===== src/rtl/code_entry_if.sv =====
// Keypad-to-sequencer bundle for code_entry_ctrl.
// master = keypad side, slave = controller side.
interface code_entry_if #(
  parameter int unsigned CODE_LEN = 4
);
  localparam int DW = $clog2(CODE_LEN + 1);

  logic [3:0]    key;
  logic          key_valid;
  logic          seq;
  logic          enable;
  logic [DW-1:0] digit_count;
  logic          busy;
  logic          locked;

  modport master (
    output key, key_valid,
    input  seq, enable, digit_count, busy, locked
  );

  modport slave (
    input  key, key_valid,
    output seq, enable, digit_count, busy, locked
  );
endinterface


===== src/rtl/code_entry_ctrl.sv =====
// Keypad code collector and enable/seq sequencer for the alarm FSM.
// Optional lockout after repeated failures: define CODE_ENTRY_LOCKOUT_EN.
module code_entry_ctrl #(
  parameter int unsigned CODE_LEN       = 4,
  parameter logic [4*CODE_LEN-1:0] CODE = 16'h1234,
  parameter int unsigned TIMEOUT_CYCLES = 500_000_000,
  parameter int unsigned MAX_FAILS      = 3,
  parameter int unsigned LOCKOUT_CYCLES = 1_000_000_000
) (
  input logic         clk,
  input logic         rst,
  code_entry_if.slave kp
);

  localparam int DW = $clog2(CODE_LEN + 1);
  localparam int BW = 4 * CODE_LEN;
  localparam logic [31:0]   TO_LAST = 32'(TIMEOUT_CYCLES - 1);
  localparam logic [DW-1:0] LEN     = DW'(CODE_LEN);

  typedef enum logic [2:0] {
    IDLE, COLLECT, CHECK, PULSE, LOCKOUT
  } state_t;

  state_t        state;
  logic [BW-1:0] buf_q;
  logic [31:0]   timer;
  logic [DW-1:0] cnt;
  logic          seq_q;
  logic          en_q;
  logic          busy_q;
  logic          lock_q;

  logic          is_digit;
  logic          is_clear;
  logic [DW-1:0] cnt_inc;
  logic [BW-1:0] buf_shift;

  assign is_digit = kp.key_valid && (kp.key <= 4'd9);
  assign is_clear = kp.key_valid && (kp.key > 4'd9);
  assign cnt_inc  = cnt + 1'b1;

  if (CODE_LEN == 1) begin : g_one
    assign buf_shift = kp.key;
  end else begin : g_many
    assign buf_shift = {buf_q[BW-5:0], kp.key};
  end

`ifdef CODE_ENTRY_LOCKOUT_EN
  localparam int FW = $clog2(MAX_FAILS + 1);
  localparam logic [FW-1:0] FMAX    = FW'(MAX_FAILS);
  localparam logic [31:0]   LK_LAST = 32'(LOCKOUT_CYCLES - 1);

  logic [FW-1:0] fails;
  logic [FW-1:0] fails_inc;

  assign fails_inc = fails + 1'b1;
`else
  logic unused_cfg;

  assign unused_cfg = ^{MAX_FAILS[0], LOCKOUT_CYCLES[0]};
`endif

  always_ff @(posedge clk or posedge rst) begin
    if (rst) begin
      state  <= IDLE;
      buf_q  <= '0;
      timer  <= '0;
      cnt    <= '0;
      seq_q  <= 1'b0;
      en_q   <= 1'b0;
      busy_q <= 1'b0;
      lock_q <= 1'b0;
`ifdef CODE_ENTRY_LOCKOUT_EN
      fails  <= '0;
`endif
    end else begin
      en_q <= 1'b0;
      case (state)
        IDLE: begin
          if (is_digit) begin
            buf_q  <= buf_shift;
            cnt    <= DW'(1);
            timer  <= '0;
            busy_q <= 1'b1;
            state  <= (LEN == DW'(1)) ? CHECK : COLLECT;
          end
        end
        COLLECT: begin
          // a digit beats a simultaneous timeout
          if (is_digit) begin
            buf_q <= buf_shift;
            cnt   <= cnt_inc;
            timer <= '0;
            if (cnt_inc == LEN) state <= CHECK;
          end else if (is_clear || timer == TO_LAST) begin
            buf_q  <= '0;
            cnt    <= '0;
            timer  <= '0;
            busy_q <= 1'b0;
            state  <= IDLE;
          end else begin
            timer <= timer + 32'd1;
          end
        end
        CHECK: begin
          seq_q <= (buf_q == CODE);
          en_q  <= 1'b1;
          state <= PULSE;
        end
        PULSE: begin
          buf_q  <= '0;
          cnt    <= '0;
          timer  <= '0;
          busy_q <= 1'b0;
          state  <= IDLE;
`ifdef CODE_ENTRY_LOCKOUT_EN
          if (seq_q) begin
            fails <= '0;
          end else begin
            fails <= fails_inc;
            if (fails_inc == FMAX) begin
              lock_q <= 1'b1;
              state  <= LOCKOUT;
            end
          end
`endif
        end
`ifdef CODE_ENTRY_LOCKOUT_EN
        LOCKOUT: begin
          if (timer == LK_LAST) begin
            timer  <= '0;
            fails  <= '0;
            lock_q <= 1'b0;
            state  <= IDLE;
          end else begin
            timer <= timer + 32'd1;
          end
        end
`endif
        default: state <= IDLE;
      endcase
    end
  end

  assign kp.seq         = seq_q;
  assign kp.enable      = en_q;
  assign kp.digit_count = cnt;
  assign kp.busy        = busy_q;
  assign kp.locked      = lock_q;

endmodule

===== src/flat_wrapper.sv =====
// flat-port wrapper written by rule: the top's interface ports become plain ports
module code_entry_ctrl_flat 
#(
  parameter int unsigned CODE_LEN       = 4,
  parameter logic [4*CODE_LEN-1:0] CODE = 16'h1234,
  parameter int unsigned TIMEOUT_CYCLES = 500_000_000,
  parameter int unsigned MAX_FAILS      = 3,
  parameter int unsigned LOCKOUT_CYCLES = 1_000_000_000
)
  (clk, rst, kp_key, kp_key_valid, kp_seq, kp_enable, kp_digit_count, kp_busy, kp_locked);
  code_entry_if #(.CODE_LEN(CODE_LEN)) kp_i ();
  input logic clk;
  input logic rst;
  input wire logic [$bits(kp_i.key)-1:0] kp_key;
  input wire logic [$bits(kp_i.key_valid)-1:0] kp_key_valid;
  output wire logic [$bits(kp_i.seq)-1:0] kp_seq;
  output wire logic [$bits(kp_i.enable)-1:0] kp_enable;
  output wire logic [$bits(kp_i.digit_count)-1:0] kp_digit_count;
  output wire logic [$bits(kp_i.busy)-1:0] kp_busy;
  output wire logic [$bits(kp_i.locked)-1:0] kp_locked;
  assign kp_i.key = kp_key;
  assign kp_i.key_valid = kp_key_valid;
  assign kp_seq = kp_i.seq;
  assign kp_enable = kp_i.enable;
  assign kp_digit_count = kp_i.digit_count;
  assign kp_busy = kp_i.busy;
  assign kp_locked = kp_i.locked;
  code_entry_ctrl #(.CODE_LEN(CODE_LEN), .CODE(CODE), .TIMEOUT_CYCLES(TIMEOUT_CYCLES), .MAX_FAILS(MAX_FAILS), .LOCKOUT_CYCLES(LOCKOUT_CYCLES)) u_core (.clk(clk), .rst(rst), .kp(kp_i));
endmodule

===== config.mk =====
export PLATFORM = sky130hd
export DESIGN_NAME = code_entry_ctrl_flat
export DESIGN_NICKNAME = d
export VERILOG_FILES = /design/src/rtl/code_entry_if.sv /design/src/rtl/code_entry_ctrl.sv /design/src/flat_wrapper.sv
export SDC_FILE = /design/constraint.sdc
export NUM_CORES = 1
export LEC_CHECK = 0
export ABC_AREA = 0
export CORE_ASPECT_RATIO = 1.75
export CORE_MARGIN = 5
export CORE_UTILIZATION = 55
export DETAILED_ROUTE_END_ITERATION = 8
export GPL_ROUTABILITY_DRIVEN = 0
export GPL_TIMING_DRIVEN = 0
export PLACE_DENSITY = 0.83
export SLEW_MARGIN = 10
export SYNTH_ARGS = -nofsm -noshare
export SYNTH_HDL_FRONTEND = slang
export SYNTH_SLANG_ARGS = --single-unit
export TNS_END_PERCENT = 1

===== constraint.sdc =====
create_clock -name clk -period 6.2 [get_ports clk]
set_clock_uncertainty 0.2 [all_clocks]
set_input_delay 1.24 -clock clk [delete_from_list [all_inputs] [get_ports clk]]
set_output_delay 1.24 -clock clk [all_outputs]
set_load 0.01 [all_outputs]

=== After elaboration in Yosys (flattened, before gate mapping) ===
Index checks and enable logic that the tools add are counted.

* Output and inout bits: 7
* Input port bits: 7
* Bits in registers: 57

* Reductions and logical operators: 9
* Multiplexer cells: 20
* Eq/ne operators: 11
* Order comparisons: 2
* Add/subtract/negate cells: 2

{| class="wikitable"
|+ Operators by type and width
! cell !! count
|-
| 32-bit 2-to-1 mux || 3
|-
| 32-bit case mux with 3 select lines || 1
|-
| 16-bit 2-to-1 mux || 3
|-
| 16-bit case mux with 3 select lines || 1
|-
| 32-bit by 1-bit adder with 32-bit output (second input constant) || 1
|-
| 32-bit by 29-bit == test with 1-bit output (second input constant) || 1
|-
| 3-bit case mux with 3 select lines || 2
|-
| 16-bit by 13-bit == test with 1-bit output (second input constant) || 1
|-
| 3-bit 2-to-1 mux || 5
|-
| 3-bit by 2-bit == test with 1-bit output (second input constant) || 2
|-
| 3-bit AND reduction || 2
|-
| 4-bit greater-than comparator (second input constant) || 1
|-
| 4-bit less-or-equal comparator (second input constant) || 1
|-
| 1-bit 2-to-1 mux || 4
|-
| 2-bit by 1-bit != test with 1-bit output (second input constant) || 2
|-
| 4-bit AND reduction || 1
|-
| 3-bit by 1-bit adder with 3-bit output (second input constant) || 1
|-
| 3-bit by 1-bit == test with 1-bit output (second input constant) || 1
|-
| 3-bit == test (second input constant) || 1
|-
| 3-bit zero test || 1
|-
| 3-bit by 1-bit != test with 1-bit output (second input constant) || 1
|-
| 3-bit != test (second input constant) || 1
|-
| 1-bit case mux with 3 select lines || 1
|-
| 3-bit nonzero test || 1
|-
| 4 further kinds || 5
|}

=== Longest topological paths before layout ===
Gate-level depths: netlist of run 1.

* Depth in word-level cells: 6
* Depth in mapped cells: 8
* Depth with buffers taken out: 6

=== Least setup slack after synthesis of run 1 ===
Ideal clock, no wire load.

* Path type: input port to flip-flop
* Start: input kp_key[2]
* End: register u_core.timer[4]
* Data arrival time: 2.432 ns
* Stages: 7
* Slack: 3.448 ns
* Required time: 5.880 ns
* Path through: o21ai_0 a31oi_1 clkbuf_1 buf_1 nor4_1 a31oi_1 nand2_1

* Longest elaborated chain between the ends: 6
* Elaborated cells on any way between the ends: 10

{| class="wikitable"
|+ RTL lines
! what !! RTL line !! text
|-
| start, declared || flat_wrapper.sv:14 || <nowiki>input wire logic [$bits(kp_i.key)-1:0] kp_key;</nowiki>
|-
| 4-bit greater-than comparator || code_entry_ctrl.sv:39 || <nowiki>assign is_clear = kp.key_valid && (kp.key > 4'd9);</nowiki>
|-
| 1-bit logical AND || code_entry_ctrl.sv:39 ||
|-
| 1-bit logical OR || code_entry_ctrl.sv:95 || <nowiki>end else if (is_clear || timer == TO_LAST) begin</nowiki>
|-
| 32-bit 2-to-1 mux || code_entry_ctrl.sv:95 ||
|-
| 32-bit 2-to-1 mux || code_entry_ctrl.sv:90 || <nowiki>if (is_digit) begin</nowiki>
|-
| 32-bit case mux with 3 select lines || code_entry_ctrl.sv:78 || <nowiki>case (state)</nowiki>
|-
| end signal, assigned || code_entry_ctrl.sv:102 || <nowiki>timer <= timer + 32'd1;</nowiki>
|-
| end, declared || code_entry_ctrl.sv:26 || <nowiki>logic [31:0] timer;</nowiki>
|}

Parallel ways exist; a longest one is shown, timed or not.
A chain may end at the register's enable or synchronous reset.

=== Final worst setup path of run 1 ===
* Start: input kp_key[2]
* End: register u_core.timer[16]

The elaborated chain is that of the path after synthesis.

==> metrics, run 1 <==
run status=complete, no violations; Finished Core Util=0.622; Largest delay share family, worst path=buffers and inverters; H-tree Lvls=2; register bit total from synthesis=56; setup TNS=0 ns; slew margin rel.=0.627; final wirelength=5990 µm; fin. max-slew vios=0; sw frac=0.309; top-area cell type share of the netlist area=0.512; Synth Warn #=1; Vias/cell=6.37; die height=~100 µm; Comb pwr share=0.203; DRC viols=0; Buffers on Ports=12; critical path peak fanout=10; number of flops mapped to enable cells by yosys=0; post-synthesis sequential area ratio=0.512; Initial Util=0.560; Clk pwr share=0.252; drt pass-1 iters=4; most used cell, CP=clkbuf_1; Register Area=~1400 µm²; Synth area leader=dfrtp_1; # diodes=0; vias in the first global route=around 2400; Clk Latency, worst-skew pair=approximately 0.31 ns; GRT Util Overall=0.205; Synth Flop Type=dfrtp_1; Worst R2R Setup Slack=3.50 ns; # fillers=around 400; Syn Inst Count=276; Max Fclk=between 200 and 300 MHz; Final Hold Fails=0; fraction of layout cells with a size suffix above 1=0.0842; core area=4890 µm²; die width=63.3 µm; DRT iter0 DRCs=73; clk buf depth=2; critical path's slowest cell=clkbuf_1; Cell Area, Placed=between 2000 and 3000 µm²; WP buf/inv=3; slew at the pin closest to its max-slew limit=0.555 ns; PwrDens=279 nW/µm²; first-pass GRT wire length=10800 µm; MaxCap Viol Count=0; sw power=0.262 mW; CP arrival=3.36 ns; syn nets=around 290; DR vias=2235; hold depth=1; critical-path cell list=clkdlybuf4s50_1 -> o21ai_0 -> a31oi_1 -> clkbuf_1 -> a21oi_1 -> clkbuf_1 -> nor2_1; Num Clock Sinks=56; Distinct cells, synth=45; io pins=14; CP peak stage delay=~0.43 ns; final instance area=3040 µm²; WL/cell=17.1 µm; Tcrit/Tclk final=0.543; sequential power share=0.545; Post-CTS Hold Buffers=0; critical path depth=7; crit path kind=in2reg; Max IR drop VDD=0.000299 V; Layout area overhead=11.1%; NumNets Final=306; PnR worst setup slack=approximately 2.8 ns; Crit path required time=6.19 ns; Place WS=2.49 ns; post-cts repair resize count=0; worst min path class=reg2reg; Final setup viols=0; Clock transition at path regs=0.10 ns; CTS buffer count=5; startpoint types=input port; post-layout min period=3.37 ns; largest net degree at the start of global routing=41; Detail Route Antenna Nets=0; Leak Pwr=1.27 nW; GRT overflow=0; unrepaired setup endpoints after global routing=false; die area=6540 µm²; worst reg2reg path depth=8; Setup Fix Bufs, Post-CTS=0; syn avg cell area=9.92 µm²; initial antenna violation count=0; final hold slack=0.318 ns; Worst setup EP type=flip-flop; Site Rows=34; Cell Int Power=0.585 mW; dpl hpwl=4360 µm; Multi-input gate area=roughly 1300 µm²; Root Buffer=clkbuf_8; asr flop ratio synth=1.00; synthesized area=2740 µm²; Area contributors post-synth=dfrtp_1, a22o_1, nand2_1; TritonCTS clock tree=yes
[cell usage in the layout, fill, tap and decap left out, drive strengths merged, types with 2 or more instances in the layout]
cell type	synthesis	layout
clkdlybuf4s50	0	12
nand4	12	12
a21oi	15	15
clkbuf	7	13
buf	5	6
nor4b	5	5
nor3	5	5
nor4	10	10
xnor2	5	5
or4	4	4
nand3	16	16
a31oi	4	4
o31ai	2	2
ha	3	3
dfrtp	56	56
o21ai	18	18
a22o	16	16
nor2	23	23
a32o	2	2
xor2	9	9
or3	9	9
and3	3	3
nand2	27	27
inv	6	7
[layout make-up]
class	count	share of cell area
flip-flops and latches	56	0.461
multi-input cells	202	0.413
repair buffers	13	0.0461
clock buffers	6	0.0271
well taps	54	0.0222
plain buffers	12	0.0193
inverters	6	0.00740
clock inverters	2	0.00452
[Yosys cell counts, types with 3 or more instances]
| cell | number |
|---|---|
| a21oi_1 | 12 |
| a21oi_2 | 3 |
| a22o_1 | 16 |
| a31oi_1 | 4 |
| and3_1 | 3 |
| clkbuf_1 | 7 |
| dfrtp_1 | 56 |
| ha_1 | 3 |
| inv_1 | 6 |
| nand2_1 | 27 |
| nand3_1 | 15 |
| nand4_1 | 12 |
| nor2_1 | 23 |
| nor3_1 | 5 |
| nor4_1 | 8 |
| nor4b_1 | 5 |
| o21ai_0 | 18 |
| or3_1 | 8 |
| or4_1 | 3 |
| xnor2_1 | 5 |
| xor2_1 | 9 |
[through the flow]
step	total power, mW	cells
3_5_place_dp	0.640	343
3_3_place_gp	0.630	342
2_1_floorplan	0.568	276
6_report	0.847	351
5_1_grt	0.900	351
4_1_cts	0.854	351
[state kept, by name, indices dropped and copies added (netlist names)]
name and count:
u_core.timer 32, u_core.kp.busy 1, u_core.buf_q 16, u_core.kp.seq 1
u_core.kp.digit_count 3, u_core.kp.enable 1, u_core.state 2
[kinds of logic after synthesis]
| family | count (synthesis) | share of synthesized area |
|---|---|---|
| AND/OR/NAND/NOR | 122 | 0.245 |
| XOR/XNOR | 14 | 0.0448 |
| other | 1 | 0.00137 |
| multiplexers | 1 | 0.00366 |
| flip-flops | 56 | 0.512 |
| buffers and inverters | 18 | 0.0297 |
| AO/OA/AOI/OAI | 61 | 0.150 |
| adder cells (fa/ha/maj) | 3 | 0.0137 |
[power groups by stage]
| stage | Sequential, mW | Clock (mW) | Combinational [mW] |
|---|---|---|---|
| after floorplan | 0.459 | 0 | 0.109 |
| after global placement | 0.465 | 0 | 0.166 |
| after detailed placement | 0.466 | 0 | 0.174 |
| after CTS | 0.460 | 0.220 | 0.174 |
| after global routing | 0.470 | 0.234 | 0.195 |
| final | 0.461 | 0.213 | 0.172 |
[per-layer routing]
layer / wire, µm / global-route usage / vias up
met3: 182 / 0.0335 / 19
met1: 2370 / 0.224 / 1106
met5: 0 / 0 / -
li1: - / - / 1059
met4: 212 / 0.115 / 0
met2: 3220 / 0.372 / 51
[worst register-to-register path, stage by stage, from the launching register on]
cell and delay [ns]:
dfrtp_1 0.41, ha_1 0.23, nand2_1 0.15, nor4_1 0.38, nand4_1 0.29, a21o_1 0.26, clkbuf_1 0.22, buf_2 0.25
a22o_1 0.20
[final timing paths]
check / end / start
worst max-delay path: u_core.timer[16] / kp_key[2]
max in group asynchronous: u_core.buf_q[2] / rst
worst min-delay path: u_core.buf_q[14] / u_core.buf_q[14]
min in group asynchronous: u_core.kp.busy / rst
worst min register to register: u_core.buf_q[14] / u_core.buf_q[14]
worst max register to register: u_core.buf_q[4] / u_core.timer[0]
Note: power is estimated with default switching activity, not from simulation.
==> run 2, diff against run 1 <==
CORE_UTILIZATION = 53   (was 55)
PLACE_DENSITY = 0.84   (was 0.83)
clock period = 2.9 ns   (was 6.2 ns; I/O delays follow)
==> run 2 against run 1 <==
  * Register-to-register slack lost 3.2 ns
  * Count of clock-buffer cells in the layout shrank 1
  * Highest routed layer unchanged
  * Power grew 120%
  * Sequential share of layout area shrank 0.39 points
  * Final cell count is the same
  * Setup slack lost 2.6 ns
  * Clock power grew 150%
  * Combinational power grew 120%
  * Non-clock buffer count is the same
  * Global-route usage shrank 1.6 points
  * Critical path type unchanged
  * Final area grew 0.86%
  * Core utilization shrank 0.53 points
==> metrics, run 2 (synthesized netlist as in run 1, its figures left out) <==
run status=complete, no violations; startpoint types=input port; unrepaired setup endpoints after global routing=false; io pins=14; Detail Route Antenna Nets=0; CTS buffer count=5; Max Fclk=~380 MHz; Leak Pwr=approximately 1.3 nW; r2r startpoint=u_core.timer[0]; vias in the first global route=2165; Place WS=-0.0915 ns; Max IR drop VDD=0.000628 V; GRT Util Overall=0.188; Final setup viols=0; fin. max-slew vios=0; Initial Util=0.550; sw frac=0.301; die width=64.3 µm; most common cell after layout, fill and taps aside=dfrtp_1; max reg flops=32; largest net degree at the start of global routing=39; dpl hpwl=between 4000 and 5000 µm; Root Buffer=clkbuf_8; Clock transition at path regs=0.11 ns; crit path kind=in2reg; final wirelength=5930 µm; DR vias=~2200; PnR worst setup slack=0.264 ns; drt pass-1 iters=4; initial antenna violation count=0; core area=4980 µm²; slew at the pin closest to its max-slew limit=between 0.5 and 0.6 ns; NumNets Final=306; DRC viols=0; critical path peak fanout=10; slew margin rel.=0.632; setup TNS=0 ns; most frequent cells in the layout=dfrtp_1, nand2_1, nor2_1; first-pass GRT wire length=between 10000 and 15000 µm; Worst R2R Setup Slack=0.29 ns; Final Hold Fails=0; worst min path class=reg2reg; Cell Int Power=1.32 mW; fraction of layout cells with a size suffix above 1=0.0909; post-layout min period=2.64 ns; Num Clock Sinks=56; CP arrival=2.64 ns; clk buf depth=2; Buffers on Ports=12; hold depth=1; TritonCTS clock tree=yes; RR Endpoint=u_core.buf_q[10]; die height=roughly 110 µm; Worst setup EP type=flip-flop; Layout area overhead=12.1%; GRT overflow=0; Site Rows=34; H-tree Lvls=2; Vias/cell=6.21; Comb pwr share=0.197; Largest Register=u_core.timer; sw power=0.567 mW; sequential power share=0.524; hold worst-path end=u_core.buf_q[12]; Tcrit/Tclk final=0.909; Crit path required time=2.91 ns; Clk Latency, worst-skew pair=0.31 ns; Clk pwr share=0.279; # diodes=0; die area=6760 µm²; worst reg2reg path depth=8; PwrDens=just over 600 nW/µm²; min-delay src=u_core.buf_q[12]; WL/cell=around 17 µm; DRT iter0 DRCs=69; MaxCap Viol Count=0
-- run 2: changes by cell type in the layout (fill, tap and decap cells not counted), sizes merged --
cell      delta
clkbuf       -1
bufinv       +1
clkinvlp     +1
clkinv       -1
-- run 2: how the worst max path moves through the flow --
stage	start	endpoint	slack (ns)	cells past startpoint
after floorplan	u_core.timer[0]	u_core.buf_q[10]	0.65	8
after global placement	rst	u_core.timer[22]	-0.23	2
after detailed placement	kp_key[2]	u_core.timer[17]	-0.09	7
after CTS	u_core.timer[0]	u_core.timer[13]	0.19	7
after global routing	kp_key[2]	u_core.timer[4]	0.05	8
final	kp_key[3]	u_core.timer[4]	0.26	8
-- run 2: layout make-up --
class	count	area (µm²)
flip-flops and latches	56	1400
inverters	6	22.5
well taps	54	67.6
clock inverters	3	46.3
repair buffers	13	140
multi-input cells	202	1260
plain buffers	12	60.1
clock buffers	5	68.8
fillers	378	1910
-- run 2: per-stage QoR --
stage,instance area [µm²],total power [mW],cells,utilization,hold WS [ns]
after floorplan,2740,1.22,276,-,0.258
after global placement,2930,1.35,342,0.588,0.274
after detailed placement,2950,1.37,343,0.592,0.285
after CTS,3060,1.89,351,0.615,0.308
after global routing,3070,1.99,351,0.616,0.337
final,3070,1.88,351,0.616,0.306
-- run 2: per-layer routing --
metal | track usage | vias to the layer above | part of all wire
met1 | 0.218 | 1078 | 0.40
met2 | 0.338 | 38 | 0.56
met4 | 0.0771 | 0 | 0.025
li1 | - | 1054 | -
met5 | 0 | - | 0
met3 | 0.0269 | 10 | 0.019
-- run 2: critical path, stage by stage --
cell and delay [ns]:
clkdlybuf4s50_1 0.49, o21ai_0 0.15, a31oi_1 0.27, clkbuf_1 0.44, buf_1 0.41, nor4_1 0.09
a31oi_1 0.15, nand2_1 0.06
-- run 2: timing repair --
item	CTS	global route
setup buffers	0	0
gates resized for setup	0	3
hold buffers	0	0
endpoints found under the setup margin	0	20
-- run 2: power groups by stage --
stage | sequential [mW] | clock [mW] | combinational [mW]
finish | 0.986 | 0.526 | 0.371
detailed placement | 0.996 | 0 | 0.371
floorplan | 0.981 | 0 | 0.234
CTS | 0.983 | 0.534 | 0.374
global placement | 0.992 | 0 | 0.354
global route | 1.01 | 0.571 | 0.416
